$ cat src/rtl/uart_pkg.sv
// uart_pkg: types and constants shared by the UART receiver and the
// parametrised transmitter that will reuse it.
//   parity_t     parity mode selector (none / even / odd)
//   rx_state_t   receiver FSM state encoding
//   UART_CLKS_PER_BIT_DEFAULT  default bit period in clk cycles
//   parity_error helper: error flag from the XOR of the data bits and the
//                received parity bit
package uart_pkg;

  typedef enum logic [1:0] {
    PAR_NONE = 2'd0,
    PAR_EVEN = 2'd1,
    PAR_ODD  = 2'd2
  } parity_t;

  typedef enum logic [2:0] {
    RX_IDLE      = 3'd0,
    RX_START     = 3'd1,
    RX_DATA      = 3'd2,
    RX_PARITY    = 3'd3,
    RX_STOP      = 3'd4,
    RX_WAIT_HIGH = 3'd5
  } rx_state_t;

  localparam int UART_CLKS_PER_BIT_DEFAULT = 5208;

  // data_xor is the reduction XOR of the received data bits.
  function automatic logic parity_error(parity_t mode, logic data_xor, logic par_bit);
    case (mode)
      PAR_EVEN: return data_xor ^ par_bit;
      PAR_ODD:  return ~(data_xor ^ par_bit);
      default:  return 1'b0;
    endcase
  endfunction

endpackage

$ cat src/rtl/uart_rx_if.sv
// uart_rx_if: receive-side handshake between the UART receiver and its
// consumer (command decoder).
//   rx_ack      consumer -> receiver  accept the held frame this cycle
//   rx_valid    receiver -> consumer  rx_data and flags hold a frame
//   rx_data     receiver -> consumer  received data word, DATA_BITS wide
//   parity_err  receiver -> consumer  parity mismatch on the held frame
//   frame_err   receiver -> consumer  stop bit sampled low on the held frame
//   overrun     receiver -> consumer  sticky, a frame was dropped while held
// Modports: master = receiver side, slave = consumer side.
interface uart_rx_if #(parameter int DATA_BITS = 8);

  logic                 rx_ack;
  logic                 rx_valid;
  logic [DATA_BITS-1:0] rx_data;
  logic                 parity_err;
  logic                 frame_err;
  logic                 overrun;

  modport master (
    input  rx_ack,
    output rx_valid, rx_data, parity_err, frame_err, overrun
  );

  modport slave (
    output rx_ack,
    input  rx_valid, rx_data, parity_err, frame_err, overrun
  );

endinterface

$ cat src/rtl/uart_baud_timer.sv
// uart_baud_timer: bit-period timer for the UART receiver.
// Counts 0..CLKS_PER_BIT-1 and wraps, so it never overflows.
//   clk        clock
//   Reset      synchronous, active-high reset
//   clr        restart the count at 0 on the next edge
//   half_tick  count == CLKS_PER_BIT/2 - 1 (half a bit period after clear)
//   full_tick  count == CLKS_PER_BIT - 1   (one bit period after clear/wrap)
module uart_baud_timer #(
  parameter int CLKS_PER_BIT = 5208
) (
  input  logic clk,
  input  logic Reset,
  input  logic clr,
  output logic half_tick,
  output logic full_tick
);

  localparam int W = $clog2(CLKS_PER_BIT);
  localparam logic [W-1:0] HALF_M1 = W'(CLKS_PER_BIT / 2 - 1);
  localparam logic [W-1:0] LAST    = W'(CLKS_PER_BIT - 1);

  logic [W-1:0] cnt;

  always_ff @(posedge clk) begin
    if (Reset || clr) begin
      cnt <= '0;
    end else if (cnt == LAST) begin
      cnt <= '0;
    end else begin
      cnt <= cnt + W'(1);
    end
  end

  assign half_tick = (cnt == HALF_M1);
  assign full_tick = (cnt == LAST);

endmodule

$ cat src/rtl/uart_rx.sv
// uart_rx: parametrised UART receiver with valid/ack output handshake and a
// one-frame holding register.
//   clk    clock
//   Reset  synchronous, active-high reset (aborts a frame in progress)
//   Sin    asynchronous serial input, idle high
//   rx     uart_rx_if.master: rx_ack in; rx_valid, rx_data, parity_err,
//          frame_err, overrun out
// Parameters: CLKS_PER_BIT (>= 8), DATA_BITS (5..9, LSB first), PARITY.
// Build option: define UART_RX_MAJORITY_EN to take every bit sample as the
// 2-of-3 majority of sin_s around the sample instant; timing is unchanged.
//
// state     | meaning
// ----------+-----------------------------------------------------------
// IDLE      | line idle, waiting for sin_s low (start edge)
// START     | half a bit into start bit; high again means false start
// DATA      | sampling data bits at bit centres, shifting in at the MSB
// PARITY    | sampling the parity bit (skipped when PARITY == PAR_NONE)
// STOP      | sampling the stop bit, then loading the output register
// WAIT_HIGH | stop bit was low (break/framing error), wait for line high
module uart_rx
  import uart_pkg::*;
#(
  parameter int      CLKS_PER_BIT = UART_CLKS_PER_BIT_DEFAULT,
  parameter int      DATA_BITS    = 8,
  parameter parity_t PARITY       = PAR_ODD
) (
  input  logic     clk,
  input  logic     Reset,
  input  logic     Sin,
  uart_rx_if.master rx
);

  localparam logic [2:0] ST_IDLE      = RX_IDLE;
  localparam logic [2:0] ST_START     = RX_START;
  localparam logic [2:0] ST_DATA      = RX_DATA;
  localparam logic [2:0] ST_PARITY    = RX_PARITY;
  localparam logic [2:0] ST_STOP      = RX_STOP;
  localparam logic [2:0] ST_WAIT_HIGH = RX_WAIT_HIGH;

  localparam int CNT_W = $clog2(DATA_BITS);
  localparam logic [CNT_W-1:0] LAST_BIT = CNT_W'(DATA_BITS - 1);

  logic                 sin_s1;
  logic                 sin_s;
  logic                 sample;
  logic [2:0]           state;
  logic [CNT_W-1:0]     bit_cnt;
  logic [DATA_BITS-1:0] shreg;
  logic                 perr_q;
  logic                 half_tick;
  logic                 full_tick;
  logic                 timer_clr;
  logic                 frame_done;

  logic                 valid_q;
  logic [DATA_BITS-1:0] data_q;
  logic                 perr_o;
  logic                 ferr_o;
  logic                 ovr_q;

  // Synchroniser resets to the idle level so reset release cannot look like
  // a start edge.
  always_ff @(posedge clk) begin
    if (Reset) begin
      sin_s1 <= 1'b1;
      sin_s  <= 1'b1;
    end else begin
      sin_s1 <= Sin;
      sin_s  <= sin_s1;
    end
  end

`ifdef UART_RX_MAJORITY_EN
  // sin_s one cycle ahead is already sitting in sin_s1, so the +1 vote is
  // available at instant 0 without shifting the decision point. If sin_s1 is
  // unresolved, the other two votes decide whenever they agree.
  logic sin_d;

  always_ff @(posedge clk) begin
    if (Reset) begin
      sin_d <= 1'b1;
    end else begin
      sin_d <= sin_s;
    end
  end

  assign sample = (sin_d & sin_s) | (sin_d & sin_s1) | (sin_s & sin_s1);
`else
  assign sample = sin_s;
`endif

  // Held clear while idle; re-cleared at the start-bit centre so that every
  // later full_tick lands on a bit centre.
  assign timer_clr = (state == ST_IDLE) || ((state == ST_START) && half_tick);

  uart_baud_timer #(
    .CLKS_PER_BIT (CLKS_PER_BIT)
  ) u_timer (
    .clk       (clk),
    .Reset     (Reset),
    .clr       (timer_clr),
    .half_tick (half_tick),
    .full_tick (full_tick)
  );

  assign frame_done = (state == ST_STOP) && full_tick;

  always_ff @(posedge clk) begin
    if (Reset) begin
      state   <= ST_IDLE;
      bit_cnt <= '0;
      shreg   <= '0;
      perr_q  <= 1'b0;
    end else begin
      case (state)
        ST_IDLE: begin
          if (!sin_s) begin
            state <= ST_START;
          end
        end
        ST_START: begin
          if (half_tick) begin
            bit_cnt <= '0;
            perr_q  <= 1'b0;
            state   <= sample ? ST_IDLE : ST_DATA;
          end
        end
        ST_DATA: begin
          if (full_tick) begin
            shreg <= {sample, shreg[DATA_BITS-1:1]};
            if (bit_cnt == LAST_BIT) begin
              bit_cnt <= '0;
              state   <= (PARITY == PAR_NONE) ? ST_STOP : ST_PARITY;
            end else begin
              bit_cnt <= bit_cnt + CNT_W'(1);
            end
          end
        end
        ST_PARITY: begin
          if (full_tick) begin
            perr_q <= parity_error(PARITY, ^shreg, sample);
            state  <= ST_STOP;
          end
        end
        ST_STOP: begin
          if (full_tick) begin
            state <= sample ? ST_IDLE : ST_WAIT_HIGH;
          end
        end
        ST_WAIT_HIGH: begin
          if (sin_s) begin
            state <= ST_IDLE;
          end
        end
        default: state <= ST_IDLE;
      endcase
    end
  end

  // Holding register. A completing frame is accepted if the slot is empty or
  // being acked in the same cycle; otherwise it is dropped and overrun set.
  always_ff @(posedge clk) begin
    if (Reset) begin
      valid_q <= 1'b0;
      data_q  <= '0;
      perr_o  <= 1'b0;
      ferr_o  <= 1'b0;
      ovr_q   <= 1'b0;
    end else if (frame_done) begin
      if (!valid_q || rx.rx_ack) begin
        valid_q <= 1'b1;
        data_q  <= shreg;
        perr_o  <= perr_q;
        ferr_o  <= ~sample;
        ovr_q   <= 1'b0;
      end else begin
        ovr_q   <= 1'b1;
      end
    end else if (valid_q && rx.rx_ack) begin
      valid_q <= 1'b0;
      ovr_q   <= 1'b0;
    end
  end

  assign rx.rx_valid   = valid_q;
  assign rx.rx_data    = data_q;
  assign rx.parity_err = perr_o;
  assign rx.frame_err  = ferr_o;
  assign rx.overrun    = ovr_q;

endmodule
$ cat src/flat_wrapper.sv
// flat-port wrapper written by rule: the top's interface ports become plain ports
module uart_rx_flat import uart_pkg::*;
#(
  parameter int      CLKS_PER_BIT = UART_CLKS_PER_BIT_DEFAULT,
  parameter int      DATA_BITS    = 8,
  parameter parity_t PARITY       = PAR_ODD
)
  (clk, Reset, Sin, rx_rx_ack, rx_rx_valid, rx_rx_data, rx_parity_err, rx_frame_err, rx_overrun);
  uart_rx_if #(.DATA_BITS(DATA_BITS)) rx_i ();
  input  logic clk;
  input  logic Reset;
  input  logic Sin;
  input wire logic [$bits(rx_i.rx_ack)-1:0] rx_rx_ack;
  output wire logic [$bits(rx_i.rx_valid)-1:0] rx_rx_valid;
  output wire logic [$bits(rx_i.rx_data)-1:0] rx_rx_data;
  output wire logic [$bits(rx_i.parity_err)-1:0] rx_parity_err;
  output wire logic [$bits(rx_i.frame_err)-1:0] rx_frame_err;
  output wire logic [$bits(rx_i.overrun)-1:0] rx_overrun;
  assign rx_i.rx_ack = rx_rx_ack;
  assign rx_rx_valid = rx_i.rx_valid;
  assign rx_rx_data = rx_i.rx_data;
  assign rx_parity_err = rx_i.parity_err;
  assign rx_frame_err = rx_i.frame_err;
  assign rx_overrun = rx_i.overrun;
  uart_rx #(.CLKS_PER_BIT(CLKS_PER_BIT), .DATA_BITS(DATA_BITS), .PARITY(PARITY)) u_core (.clk(clk), .Reset(Reset), .Sin(Sin), .rx(rx_i));
endmodule
$ cat config.mk
export PLATFORM = sky130hd
export DESIGN_NAME = uart_rx_flat
export DESIGN_NICKNAME = d
export VERILOG_FILES = /design/src/rtl/uart_pkg.sv /design/src/rtl/uart_rx_if.sv /design/src/rtl/uart_baud_timer.sv /design/src/rtl/uart_rx.sv /design/src/flat_wrapper.sv
export SDC_FILE = /design/constraint.sdc
export NUM_CORES = 1
export LEC_CHECK = 0
export CAP_MARGIN = 40
export CORE_MARGIN = 5
export CORE_UTILIZATION = 45
export CTS_CLUSTER_DIAMETER = 50
export DETAILED_ROUTE_END_ITERATION = 10
export GPL_TIMING_DRIVEN = 0
export PLACE_DENSITY = 0.75
export SLEW_MARGIN = 20
export SYNTH_ARGS = -nofsm -noshare
export SYNTH_HDL_FRONTEND = slang
export SYNTH_SLANG_ARGS = --single-unit
$ cat constraint.sdc
create_clock -name clk -period 2.1 [get_ports clk]
set_clock_uncertainty 0.15 [all_clocks]
set_input_delay 0.42 -clock clk [delete_from_list [all_inputs] [get_ports clk]]
set_output_delay 0.42 -clock clk [all_outputs]
set_load 0.1 [all_outputs]
======== Word-level counts from Yosys, hierarchy flattened ========
Cells that the tools add are included.
storage, ports and cells
  input port bits ......................... 4
  memory bits (read-only) ................. 0
  memories kept ........................... 0
  latch bits .............................. 0
  flip-flop bits (word level) ............. 42
  word-level logic and storage cells ...... 74
  output and inout port bits .............. 12
  memory bits (writable) .................. 0
cells by class
  shift-type cells ........................ 0
  add/subtract/negate cells ............... 2
  reductions and logical operators ........ 19
  magnitude comparators ................... 0
  multiply operators ...................... 0
  eq/ne operators ......................... 16
  divide/modulo/power cells ............... 0
  bitwise operators ....................... 3
  mux-type cells .......................... 22
operators by type and width
  cell                     number
  $mux W3                  11
  $pmux W3 S6              1
  $add A13 B1 Y13 const B  1
  $eq A13 B12 Y1 const B   1
  $eq A13 B13 Y1 const B   1
  $ne A2 B1 Y1 const B     6
  $eq A3 B3 Y1 const B     3
  $reduce_xor A8 Y1        1
  $mux W1                  7
  $reduce_and A7 Y1        1
  $eq A3 B2 Y1 const B     2
  $pmux W3 S2              1
  $reduce_and A2 Y1        3
  $reduce_and A3 Y1        2
  $reduce_bool A2 Y1       3
  $ne A2 B2 Y1 const B     2
  $add A3 B1 Y3 const B    1
  $eq A3 B1 Y1 const B     1
  $logic_and A1 B1 Y1      3
  $logic_not A3 Y1         1
  $logic_or A1 B1 Y1       3
  $mux W2                  1
  $not A1 Y1               2
  $pmux W1 S2              1
  3 further kinds          3

======== Longest topological paths before layout ========
  depth in word-level cells ............... 5
  depth in mapped cells ................... 7
  mapped depth without buffers ............ 7

======== By module ========
A second synthesis with hierarchy kept.
unflattened totals
  cells, all modules ...................... 217
  area total of the unflattened synthesis .. 1966.9 µm²
modules (own cells, without submodules)
  module           cells each  area an instance (µm²)  times used
  uart_rx          147         1332.5                  1
  uart_baud_timer  70          634.4                   1

======== Least setup slack after synthesis ========
Ideal clock, no wire load.
  path type ............................... reg2reg
  start point ............................. register u_core.u_timer.cnt[0]
  end point ............................... register u_core.u_timer.cnt[5]
  setup slack ............................. 0.201 ns
  arrival time ............................ 1.634 ns
  stages on the path, launching flop included .. 8
  data required time ...................... 1.835 ns
  cells stage by stage .................... dfxtp_1 > ha_1 > or4b_4 > nor4_2 > nor2_1 > o311ai_2 > buf_6 > nor2_1
between the ends
  word-level cells in the longest chain between the ends .. 5
  elaborated cells between the ends (all ways) .. 7
  those cells by class .................... add/sub (1); eq/ne (2); reduce/logical (4)
ends and longest elaborated chain
  item                                                     RTL line               text
  start: declaration                                       uart_baud_timer.sv:22  logic [W-1:0] cnt;
  start signal: assignment                                 uart_baud_timer.sv:30  cnt <= cnt + W'(1);
  branches (longest 5 deep; another with $add A13 B1 Y13)  n/a
Parallel ways; which one is timed is not known.
A chain may end at the register's enable or synchronous reset.

======== Worst setup path in the final report ========
  start point ............................. register u_core.u_timer.cnt[0]
  end point ............................... register u_core.u_timer.cnt[2]
Same word-level chain as after synthesis.

==> run metrics <==
final period utilization 95.8%; Distinct cells, synth 39; Slew Limit Fails 0; DRT Wirelength 3910 um; clock tree sinks 42; Initial DRC Count 133; Max Fanout on Critical Path 5; Clock Latency Late Sink 0.29 ns; Synth top cells by count 42 x dfxtp_1, 41 x nor2_1, 19 x mux2i_1; total CTS buffers 5; peak supply drop 459 uV; final setup fails 0; vias in the first global route 1459; flops & latches, synth 42; Total GRT Usage 15.3%; Filler cells 357; FP Rows 23; CTS tree done; Power Dens Cells 726 nW/um2; combinational fraction of design power 21.9%; H-tree depth 2; # DRC 0; Hold Path End u_core.sample$_SDFF_PP1_; reg2reg setup slack 0.09 ns; port buffer count 15; Die ar. 5700 um2; Area growth syn-to-layout 28.1%; Internal 0.00125 W; Clk pwr share 30.3%; crit-path cells ha_2 > or4b_4 > nor4_4 > nor2_2 > o311ai_4 > buf_6 > nor2_1; sequential share of the synthesized area 43.6%; layout cell share with drive strength beyond 1 18.9%; Die Y 75.5 um; Fmax 497 MHz; Synth Flop Type dfxtp_1; Fin. Hold Viols 0; routability-driven placement congestion ratio 0.824; Max-cap violations 0; worst r2r dst u_core.u_timer.cnt[2]$_SDFF_PP0_; Worst-path clk slew 0.08 ns; core area 4090 um2; most common cell in the synthesized netlist dfxtp_1; CP required 2.14 ns; P_leak 0.839 nW; P_sw 0.000542 W; Setup crit end kind register; status completed; relative slew slack 67.1%; nets 244; ANT nets after route 0; total gr overflow 0; Ant. Diodes 0; worst hold path stage count 1; initial antenna violation count 0; Cells after Synth 200; Starting Density 47.2%; critical path type reg -> reg; Synth top area share 43.6%; mean post-synth cell area 9.65 um2; Post-synth EDFFs 0; post-DP HPWL 2710 um; WP data arrival 2.05 ns; Async S/R FF share, synth 0%; Hold Crit Class reg -> reg; routed via count 1530; Startpoint Class register; Finished Layout Cells 288; FF-to-FF Start u_core.u_timer.cnt[0]$_SDFF_PP0_; Ys Warns 0; crit path from u_core.u_timer.cnt[0]$_SDFF_PP0_; synthesized net count 207; Sequential Power Share 47.8%; WL/cell 13.6 um; Hold Path Origin u_core.sin_s1$_SDFF_PP1_; Worst-Margin Slew 0.493 ns; worst hold slack 0.277 ns; slowest stage delay, CP 0.52 ns; clock tree buffer depth 2; DIE WIDTH 75.5 um; dpl cells 277; delay-heaviest family, CP simple AND/OR/NAND/NOR gates; drt first pass iters 4; area leader, netlist dfxtp_1; Total Power 0.00180 W; Buf/Inv on CP 1; crit path max-delay cell type or4b_4; synth top area cells dfxtp_1 44%, mux2i_1 9.9%, nor2_1 8.0%; Root Driver clkbuf_8; IO Pins 16; largest net degree at the start of global routing 14; Post-Syn Area 1930 um2; vias per cell 5.31; Period minus WS final 2.01 ns; global-route wire length before repair 6580 um; R2R depth 7; switching share of power 30.2%; Post-CTS Hold Buffers 0
[stage by stage]
step           setup TNS (ns)  setup WS (ns)  instance area, um2  util, %
6_report                    0         0.0879                2470     60.5
5_1_grt               -0.0232        -0.0125                2470     60.5
3_5_place_dp            -1.71        -0.0948                2320     56.9
2_1_floorplan               0          0.201                1930        -
4_1_cts                     0         0.0119                2430     59.5
3_3_place_gp            -1.09        -0.0644                2140     52.4
[power by group through the flow]
stage          registers, W  logic [W]  clock network [W]
3_3_place_gp       0.000872   0.000349                  0
6_report           0.000858   0.000394           0.000544
3_5_place_dp       0.000872   0.000352                  0
4_1_cts            0.000854   0.000357           0.000559
2_1_floorplan      0.000864   0.000290                  0
5_1_grt            0.000862   0.000438           0.000588
[layout by cell type, fill, tap and decap left out, types with 3 or more instances in the layout]
master,count
a21oi_1,6
and4bb_2,3
buf_4,3
buf_8,12
clkbuf_1,4
clkbuf_8,6
clkdlybuf4s50_1,15
dfxtp_1,42
inv_1,4
mux2i_1,19
nand2_1,9
nand3_1,6
nand4_1,5
nor2_1,40
nor3_1,4
o21ai_0,4
or2_2,3
xnor2_1,12
xor2_1,7
[worst max-delay path by stage]
stage | to | slack, ns | cells past startpoint
2_1_floorplan | u_core.u_timer.cnt[5]$_SDFF_PP0_ | 0.20 | 7
3_3_place_gp | u_core.rx.rx_data[7]$_SDFFE_PP0P_ | -0.06 | 4
3_5_place_dp | u_core.rx.rx_data[7]$_SDFFE_PP0P_ | -0.09 | 4
4_1_cts | u_core.rx.rx_data[1]$_SDFFE_PP0P_ | 0.01 | 5
5_1_grt | u_core.shreg[4]$_SDFFE_PP0P_ | -0.01 | 6
6_report | u_core.u_timer.cnt[2]$_SDFF_PP0_ | 0.09 | 7
[registers in the layout, indices dropped and copies added, names as in the netlist]
signal,flops
u_core.rx.parity_err,1
u_core.bit_cnt,3
u_core.rx.overrun,1
u_core.sin_s1,1
u_core.shreg,8
u_core.rx.frame_err,1
u_core.sample,1
u_core.u_timer.cnt,13
u_core.rx.rx_valid,1
u_core.perr_q,1
u_core.state,3
u_core.rx.rx_data,8
[kinds of logic (layout without fill, tap and decap cells)]
logic type,count (synthesis),in the layout,share of synthesized area [%]
and+or+nand+nor,87,87,25.0
DFF,42,42,43.6
xor gates and xnor gates,19,19,8.62
buffers and inverters,10,48,2.53
muxes,19,19,9.85
AOI/OAI and AO/OA,20,20,8.56
adders and majority gates,3,3,1.94
[metal layers]
layer / share of wire (%) / track usage (%)
met4: 2.3 / 7.77
met1: 49 / 20.2
met2: 43 / 22.6
met3: 6.0 / 4.75
met5: 0 / 0
[area by class of cell]
class	instances	area [um2]	share of cell area, %
buffer	6	33.8	1.37
clock inverter	2	12.5	0.506
timing repair buffer	30	357	14.4
multi-input combinational	148	1070	43.2
tap	50	62.6	2.53
sequential	42	841	34.0
inverter	4	15.0	0.607
clock buffer	6	82.6	3.34
[repair_timing]
item                                    CTS  global route
endpoints found under the setup margin   10            19
setup buffers                             0             2
gates cloned                              0             1
gates resized for setup                   2             5
pin swaps                                 0             1
No activity file was read; power rests on OpenSTA's default activity.
